## src/rtl/tkm_gate_pkg.sv

```systemverilog
// tkm_gate_pkg: op codes and FSM states shared by the bit-serial gate sequencer
package tkm_gate_pkg;
  localparam logic [1:0] OP_XOR  = 2'b00;
  localparam logic [1:0] OP_AND  = 2'b01;
  localparam logic [1:0] OP_OR   = 2'b10;
  localparam logic [1:0] OP_NAND = 2'b11;
  typedef enum logic [1:0] {IDLE, RUN, DONE} state_t;
endpackage

```

## src/rtl/tkm_gate_bit.sv

```systemverilog
// tkm_gate_bit: 1-bit gate (a_bit, b_bit, op -> y) applying XOR/AND/OR/NAND
module tkm_gate_bit
  import tkm_gate_pkg::*;
(
  input  logic       a_bit,
  input  logic       b_bit,
  input  logic [1:0] op,
  output logic       y
);
  always_comb
    y = op == OP_XOR ? a_bit ^ b_bit :
        op == OP_AND ? a_bit & b_bit :
        op == OP_OR  ? a_bit | b_bit : ~(a_bit & b_bit);
endmodule

```

## src/rtl/tkm_gate_sequencer.sv

```systemverilog
// tkm_gate_sequencer: two-requester round-robin front end sequencing one gate bit LSB-first into a valid/ready result port
module tkm_gate_sequencer
  import tkm_gate_pkg::*;
#(
  parameter int WIDTH = 8,
  parameter int CNT_W = 8
) (
  input  logic             clk,
  input  logic             rst,
  input  logic             req0_valid,
  output logic             req0_ready,
  input  logic [WIDTH-1:0] req0_a,
  input  logic [WIDTH-1:0] req0_b,
  input  logic [1:0]       req0_op,
  input  logic             req1_valid,
  output logic             req1_ready,
  input  logic [WIDTH-1:0] req1_a,
  input  logic [WIDTH-1:0] req1_b,
  input  logic [1:0]       req1_op,
  output logic             rsp_valid,
  input  logic             rsp_ready,
  output logic [WIDTH-1:0] rsp_data,
  output logic             rsp_id,
  output logic             busy,
  output logic [CNT_W-1:0] op_count
);
  localparam int CW = WIDTH > 1 ? $clog2(WIDTH) : 1;
  state_t state_q, state_d;
  logic rr_q, rr_d, id_q, id_d, gnt1, last, y;
  logic [WIDTH-1:0] a_q, a_d, b_q, b_d, sr_q, sr_d, data_q, data_d;
  logic [1:0] op_q, op_d;
  logic [CW-1:0] cnt_q, cnt_d;
  logic [CNT_W-1:0] ops_q, ops_d;
  tkm_gate_bit u_bit (
    .a_bit (a_q[cnt_q]),
    .b_bit (b_q[cnt_q]),
    .op    (op_q),
    .y     (y)
  );
  always_comb begin
    gnt1       = req1_valid && (!req0_valid || rr_q);
    req0_ready = state_q == IDLE && req0_valid && !gnt1;
    req1_ready = state_q == IDLE && gnt1;
    last       = cnt_q == CW'(WIDTH - 1);
    state_d    = state_q;
    rr_d       = rr_q;
    id_d       = id_q;
    a_d        = a_q;
    b_d        = b_q;
    op_d       = op_q;
    sr_d       = sr_q;
    cnt_d      = cnt_q;
    data_d     = data_q;
    ops_d      = ops_q;
    case (state_q)
      IDLE: if (req0_ready || req1_ready) begin
        a_d     = gnt1 ? req1_a : req0_a;
        b_d     = gnt1 ? req1_b : req0_b;
        op_d    = gnt1 ? req1_op : req0_op;
        id_d    = gnt1;
        rr_d    = !gnt1;
        sr_d    = '0;
        cnt_d   = '0;
        state_d = RUN;
      end
      RUN: begin
        sr_d[cnt_q] = y;
        cnt_d       = last ? '0 : cnt_q + CW'(1);
        data_d      = last ? sr_d : data_q;
        state_d     = last ? DONE : RUN;
      end
      DONE: if (rsp_ready) begin
        ops_d   = ops_q + CNT_W'(1);
        state_d = IDLE;
      end
      default: state_d = IDLE;
    endcase
  end
  always_ff @(posedge clk)
    if (rst) begin
      state_q <= IDLE;
      rr_q    <= 1'b0;
      id_q    <= 1'b0;
      a_q     <= '0;
      b_q     <= '0;
      op_q    <= '0;
      sr_q    <= '0;
      cnt_q   <= '0;
      data_q  <= '0;
      ops_q   <= '0;
    end else begin
      state_q <= state_d;
      rr_q    <= rr_d;
      id_q    <= id_d;
      a_q     <= a_d;
      b_q     <= b_d;
      op_q    <= op_d;
      sr_q    <= sr_d;
      cnt_q   <= cnt_d;
      data_q  <= data_d;
      ops_q   <= ops_d;
    end
  assign rsp_valid = state_q == DONE;
  assign busy      = state_q != IDLE;
  assign rsp_data  = data_q;
  assign rsp_id    = id_q;
  assign op_count  = ops_q;
endmodule

```

## config.mk

```make
export PLATFORM = sky130hd
export DESIGN_NAME = tkm_gate_sequencer
export DESIGN_NICKNAME = d
export VERILOG_FILES = /design/src/rtl/tkm_gate_pkg.sv /design/src/rtl/tkm_gate_bit.sv /design/src/rtl/tkm_gate_sequencer.sv
export SDC_FILE = /design/constraint.sdc
export NUM_CORES = 1
export LEC_CHECK = 0
export ABC_AREA = 1
export BUFFER_PORTS_ARGS = -buffer_cell sky130_fd_sc_hd__buf_2
export CAP_MARGIN = 20
export CORE_MARGIN = 4
export CORE_UTILIZATION = 40
export CTS_CLUSTER_SIZE = 20
export DETAILED_ROUTE_END_ITERATION = 10
export GPL_ROUTABILITY_DRIVEN = 0
export SETUP_SLACK_MARGIN = 0.15
export SLEW_MARGIN = 20
export SYNTH_ARGS = -nofsm -noshare
export SYNTH_HDL_FRONTEND = slang
export SYNTH_SLANG_ARGS = --single-unit
```

## constraint.sdc

```tcl
create_clock -name clk -period 3.9 [get_ports clk]
set_input_delay 0.78 -clock clk [delete_from_list [all_inputs] [get_ports clk]]
set_output_delay 0.78 -clock clk [all_outputs]
set_load 0.05 [all_outputs]
```

* Word level (Yosys, flattened, before mapping)
Index checks and enable logic that the tools add are counted.
** Storage, ports and cells
- Word-level logic and storage cells :: 65
- Register bits :: 49
- Input bits :: 41
- Output and inout port bits :: 21
** Operators by class
- Multiplexer cells :: 22
- Bitwise logic cells :: 4
- Order comparisons :: 2
- Equal/unequal tests :: 7
- $add $sub $neg :: 2
- Reduce and logical (&&, ||, !) cells :: 18
** Operator list (count)
- 8-bit two-way mux :: 3
- 8-bit case mux with 2 select lines :: 1
- 2-bit AND reduction :: 5
- 8-bit by 1-bit adder with 8-bit output (second input constant) :: 1
- 8-bit bitwise mux :: 1
- 2-bit two-way mux :: 4
- 1-bit binary-select mux with 3-bit select :: 2
- 1-bit two-way mux :: 6
- 3-bit two-way mux :: 2
- 2-bit case mux with 3 select lines :: 1
- 3-bit case mux with 2 select lines :: 1
- 1-bit logical AND :: 5
- 2-bit by 1-bit equality test with 1-bit output (second input constant) :: 2
- 2-bit equality test (second input constant) :: 2
- 2-bit zero test :: 2
- 3-bit by 4-bit less-than comparator with 1-bit output (second input constant) :: 1
- 2-bit by 1-bit != test with 1-bit output (second input constant) :: 2
- 2-bit nonzero test :: 2
- 3-bit by 1-bit adder with 3-bit output (second input constant) :: 1
- 1-bit demux with 3-bit select :: 1
- 3-bit equality test (second input constant) :: 1
- 3-bit by 1-bit greater-or-equal comparator with 1-bit output (second input constant) :: 1
- 1-bit zero test :: 2
- 1-bit logical OR :: 2
- other kinds (4) :: 4

* Depth between registers and ports, before layout
- Depth in word-level cells :: 9
- Gate-level depth with buffers :: 18
- Depth with buffers taken out :: 17

* Cells and area by module
Synthesis repeated with hierarchy kept, for this count alone.
** Second synthesis, totals
- Cells, all modules :: 398
- Area, all modules :: 2618.8 um2
** By module, submodules not included
- tkm_gate_sequencer :: sequential area each 980.9 um2, cells an instance 382, instances 1, area each 2529.9 um2
- tkm_gate_bit :: sequential area each 0.0 um2, cells an instance 16, instances 1, area each 88.8 um2

* Worst setup path after synthesis
OpenSTA, ideal clock, no wires.
- Kind :: input-to-output
- From :: input port req1_valid
- To :: output port req0_ready
- Cell stages on the path :: 4
- Arrival time :: 1.910 ns
- Slack :: 1.210 ns
- Required time :: 3.120 ns
- Path buffers :: 2
- Path through :: a21boi_2 > buf_2 > buf_4 > nor2_1
** Between the ends
- Word-level cells in the longest chain between the ends :: 3
** Ends and longest elaborated chain
- start, declared :: line tkm_gate_sequencer.sv:15 : input logic req1_valid,
- 1-bit logical AND :: line tkm_gate_sequencer.sv:41 : gnt1 = req1_valid && (!req0_valid || rr_q);
- 1-bit zero test :: line tkm_gate_sequencer.sv:42 : req0_ready = state_q == IDLE && req0_valid && !gnt1;
- 1-bit logical AND :: line tkm_gate_sequencer.sv:42
- end, declared :: line tkm_gate_sequencer.sv:11 : output logic req0_ready,
Every way passes these cells.

* Final worst setup path
- From :: input port req0_valid
- To :: output port req1_ready
** Between the ends
- Word-level cells in the longest chain between the ends :: 4
** Ends and longest elaborated chain
- start, declared :: line tkm_gate_sequencer.sv:10 : input logic req0_valid,
- 1-bit zero test :: line tkm_gate_sequencer.sv:41
- 1-bit logical OR :: line tkm_gate_sequencer.sv:41
- 1-bit logical AND :: line tkm_gate_sequencer.sv:41
- 1-bit logical AND :: line tkm_gate_sequencer.sv:43 : req1_ready = state_q == IDLE && gnt1;
- end, declared :: line tkm_gate_sequencer.sv:16 : output logic req1_ready,
Every way passes these cells.

==> impl_metrics.tcl <==
set metrics [dict create \
    slew_headroom_pct 45.9 \
    clk_pin_slew_ns 0.08 \
    initial_core_util_pct 41.3 \
    start_kind "input port" \
    h-tree-depth 2 \
    power_leakage_nw 1.52 \
    num_rows 29 \
    synth.distinct_cells 28 \
    crit_type "in2out" \
    hold_violations 0 \
    grt_pass1_vias 2344 \
    port-buffer-count 61 \
    syn_inst 408 \
    cts.sinks 49 \
    path_cells "buf_2, a21boi_2, buf_4, nand2_1, inv_1, buf_2" \
    post_cts_resized 0 \
    grt_use_met3_pct 2.86 \
    ant_nets 0 \
    timing.fmax_mhz 359 \
    cp_data_required_time_ns 3.12 \
    synth_nets 455 \
    synth_area_um2 2620 \
    ys_ff_latch 49 \
    antennaDiodeCount 0 \
    tns_ns 0 \
    crit_path_end_kind "primary output" \
    cp_data_arrival_time_ns 2.01 \
    track_usage_pct 16.5 \
    synth_top_cell_by_area "dfxtp_1" \
    vias_per_cell 4.87 \
    antenna_found_initial 0 \
    wire_per_inst_um 11.5 \
    synth.avg_cell_area_um2 6.42 \
    critical_path.slowest_cell "nand2_1" \
    root_buffer "clkbuf_8" \
    final-setup-viol-count 0 \
    cts-hold-fix-buffers 0 \
    grt_overflow 0 \
    die_area_um2 7910 \
    max-vdd-ir-drop_mv 0.200 \
    cap_viol_max_count 0 \
    core_um2 6350 \
    hold_path.class "reg2reg" \
    p_per_area_nw_per_um2 361 \
    drive_above_1_share_pct 17.5 \
    ys.flop_type "dfxtp_1" \
    cp_max_fo 21 \
    use_met2_pct 28.3 \
    drv_slew 0 \
    pin_count 62 \
    numCtsBuffers 5 \
    drcViolationCount 0 \
    grt_max_degree 30 \
    finClkSkew_ns 0.00468 \
    vias 2607 \
    status "complete, no violations" \
    die_w_um 88.9 \
    rsz0062_at_grt "false" \
    synthTopCellsByCount "nand2_1 (136), nor2_1 (50), dfxtp_1 (49)" \
    clk_path_buf_depth 2 \
    yosysWarnings 0 \
    yosysSeqAreaShare_pct 37.4 \
    grt_most_used_layer "met2" \
    final_core_util_pct 47.5 \
    fin_nets 505 \
    synth.top_cells.by_area "dfxtp_1 (37%), nand2_1 (19%), nor2_1 (7.2%), inv_1 (5.0%), a21oi_1 (5.0%)" \
    worstMarginPinSlew_ns 0.810 \
    post-route-period-util_pct 71.5 \
    grt_use_met1_pct 21.0 \
    slowest_delay_ns 0.32 \
    cts_tree "done" \
    syn2layout_area_growth_pct 15.1 \
    firstDrtPassIters 4 \
    synth_edf_count 0 \
    synth.top_cell.area_share_pct 37.4 \
    synth-async-reset-ratio_pct 0 \
    period_minus_slack_ns 2.79 \
    yosysMostFrequentCell "nand2_1" \
    dp_hpwl_mm 4.50 \
    grt_pass1_wl_mm 10.4 \
    cpMostUsedCell "buf_2" \
    drt-total-wl_mm 6.16 \
    postCtsSetupBuffers 0 \
    die_h_um 88.9 \
    first_iter_violations 107 \
    clk_latency_ns 0.30 \
]
power breakdown:
part	internal, mW	total, mW	switching [mW]	leakage (nW)
Sequential	0.532	0.557	0.0251	0.400
Clock	0.141	0.301	0.160	0.0443
Combinational	0.0718	0.230	0.159	1.07
Total	0.745	1.09	0.344	1.52
final timing paths:
path | from | endpoint | slack, ns | cells after the start
setup / recovery | req0_valid | req1_ready | 1.11 | 6
hold / removal | rsp_id | rsp_id | 0.49 | 2
setup reg to reg | cnt_q[0] | rsp_data[1] | 1.25 | 16
hold reg to reg | rsp_id | rsp_id | 0.49 | 2
cell families (layout without fill, tap and decap cells):
kind of cell | count (synthesis) | in the layout | synth area share [%]
flops | 49 | 49 | 37.4
compound gates | 64 | 64 | 13.7
xor+xnor | 1 | 1 | 0.334
buf+inv | 59 | 109 | 9.65
simple gates | 229 | 229 | 36.0
fa+ha+maj | 6 | 6 | 2.87
layer usage:
layer	vias to the layer above	share of wire [%]
met5	-	0
met2	48	47
met3	7	4.5
met4	0	1.7
li1	1391	-
met1	1161	47
layout make-up:
class | instances | area (µm²)
flip-flops and latches | 49 | 981
multi-input cells | 300 | 1390
well taps | 77 | 96.3
repair buffers | 62 | 313
fillers | 717 | 3330
inverters | 40 | 153
clock buffers | 7 | 86.3
critical path: cells and delay by family:
family / cells / cell delay, ns
compound gates: 1 / 0.12
simple gates: 1 / 0.32
buf+inv: 4 / 0.78
per-stage QoR:
step                      area [µm²]  power, mW  std cells  hold WS [ns]  worst slack [ns]
final                           3020       1.09        535         0.494              1.11
after global routing            3020       1.16        535         0.509             0.866
after CTS                       3020       1.10        535         0.495              1.10
after detailed placement        2930      0.800        528         0.482              1.10
after global placement          2930      0.797        528         0.470              1.11
after floorplan                 2620      0.740        408         0.460              1.21
registers in the layout, summed over array words and instances (netlist names):
register,count
op_count,8
cnt_q,3
rsp_data,8
state_q,2
sr_q,8
b_q,8
a_q,8
rr_q,1
rsp_id,1
op_q,2
cells in the final DEF (no fill, tap or decap), types with 2 or more instances in the layout:
master / n
inv_2: 4
inv_1: 35
nor2_1: 50
dfxtp_1: 49
nor2_2: 2
clkbuf_8: 6
nand2_1: 136
nand4_1: 11
o21ai_0: 24
a21oi_1: 26
nand3_1: 22
o21bai_1: 4
nor3_1: 2
o21a_1: 8
buf_2: 61
or2_2: 2
ha_1: 6
Power figures use the tool's default switching activity.
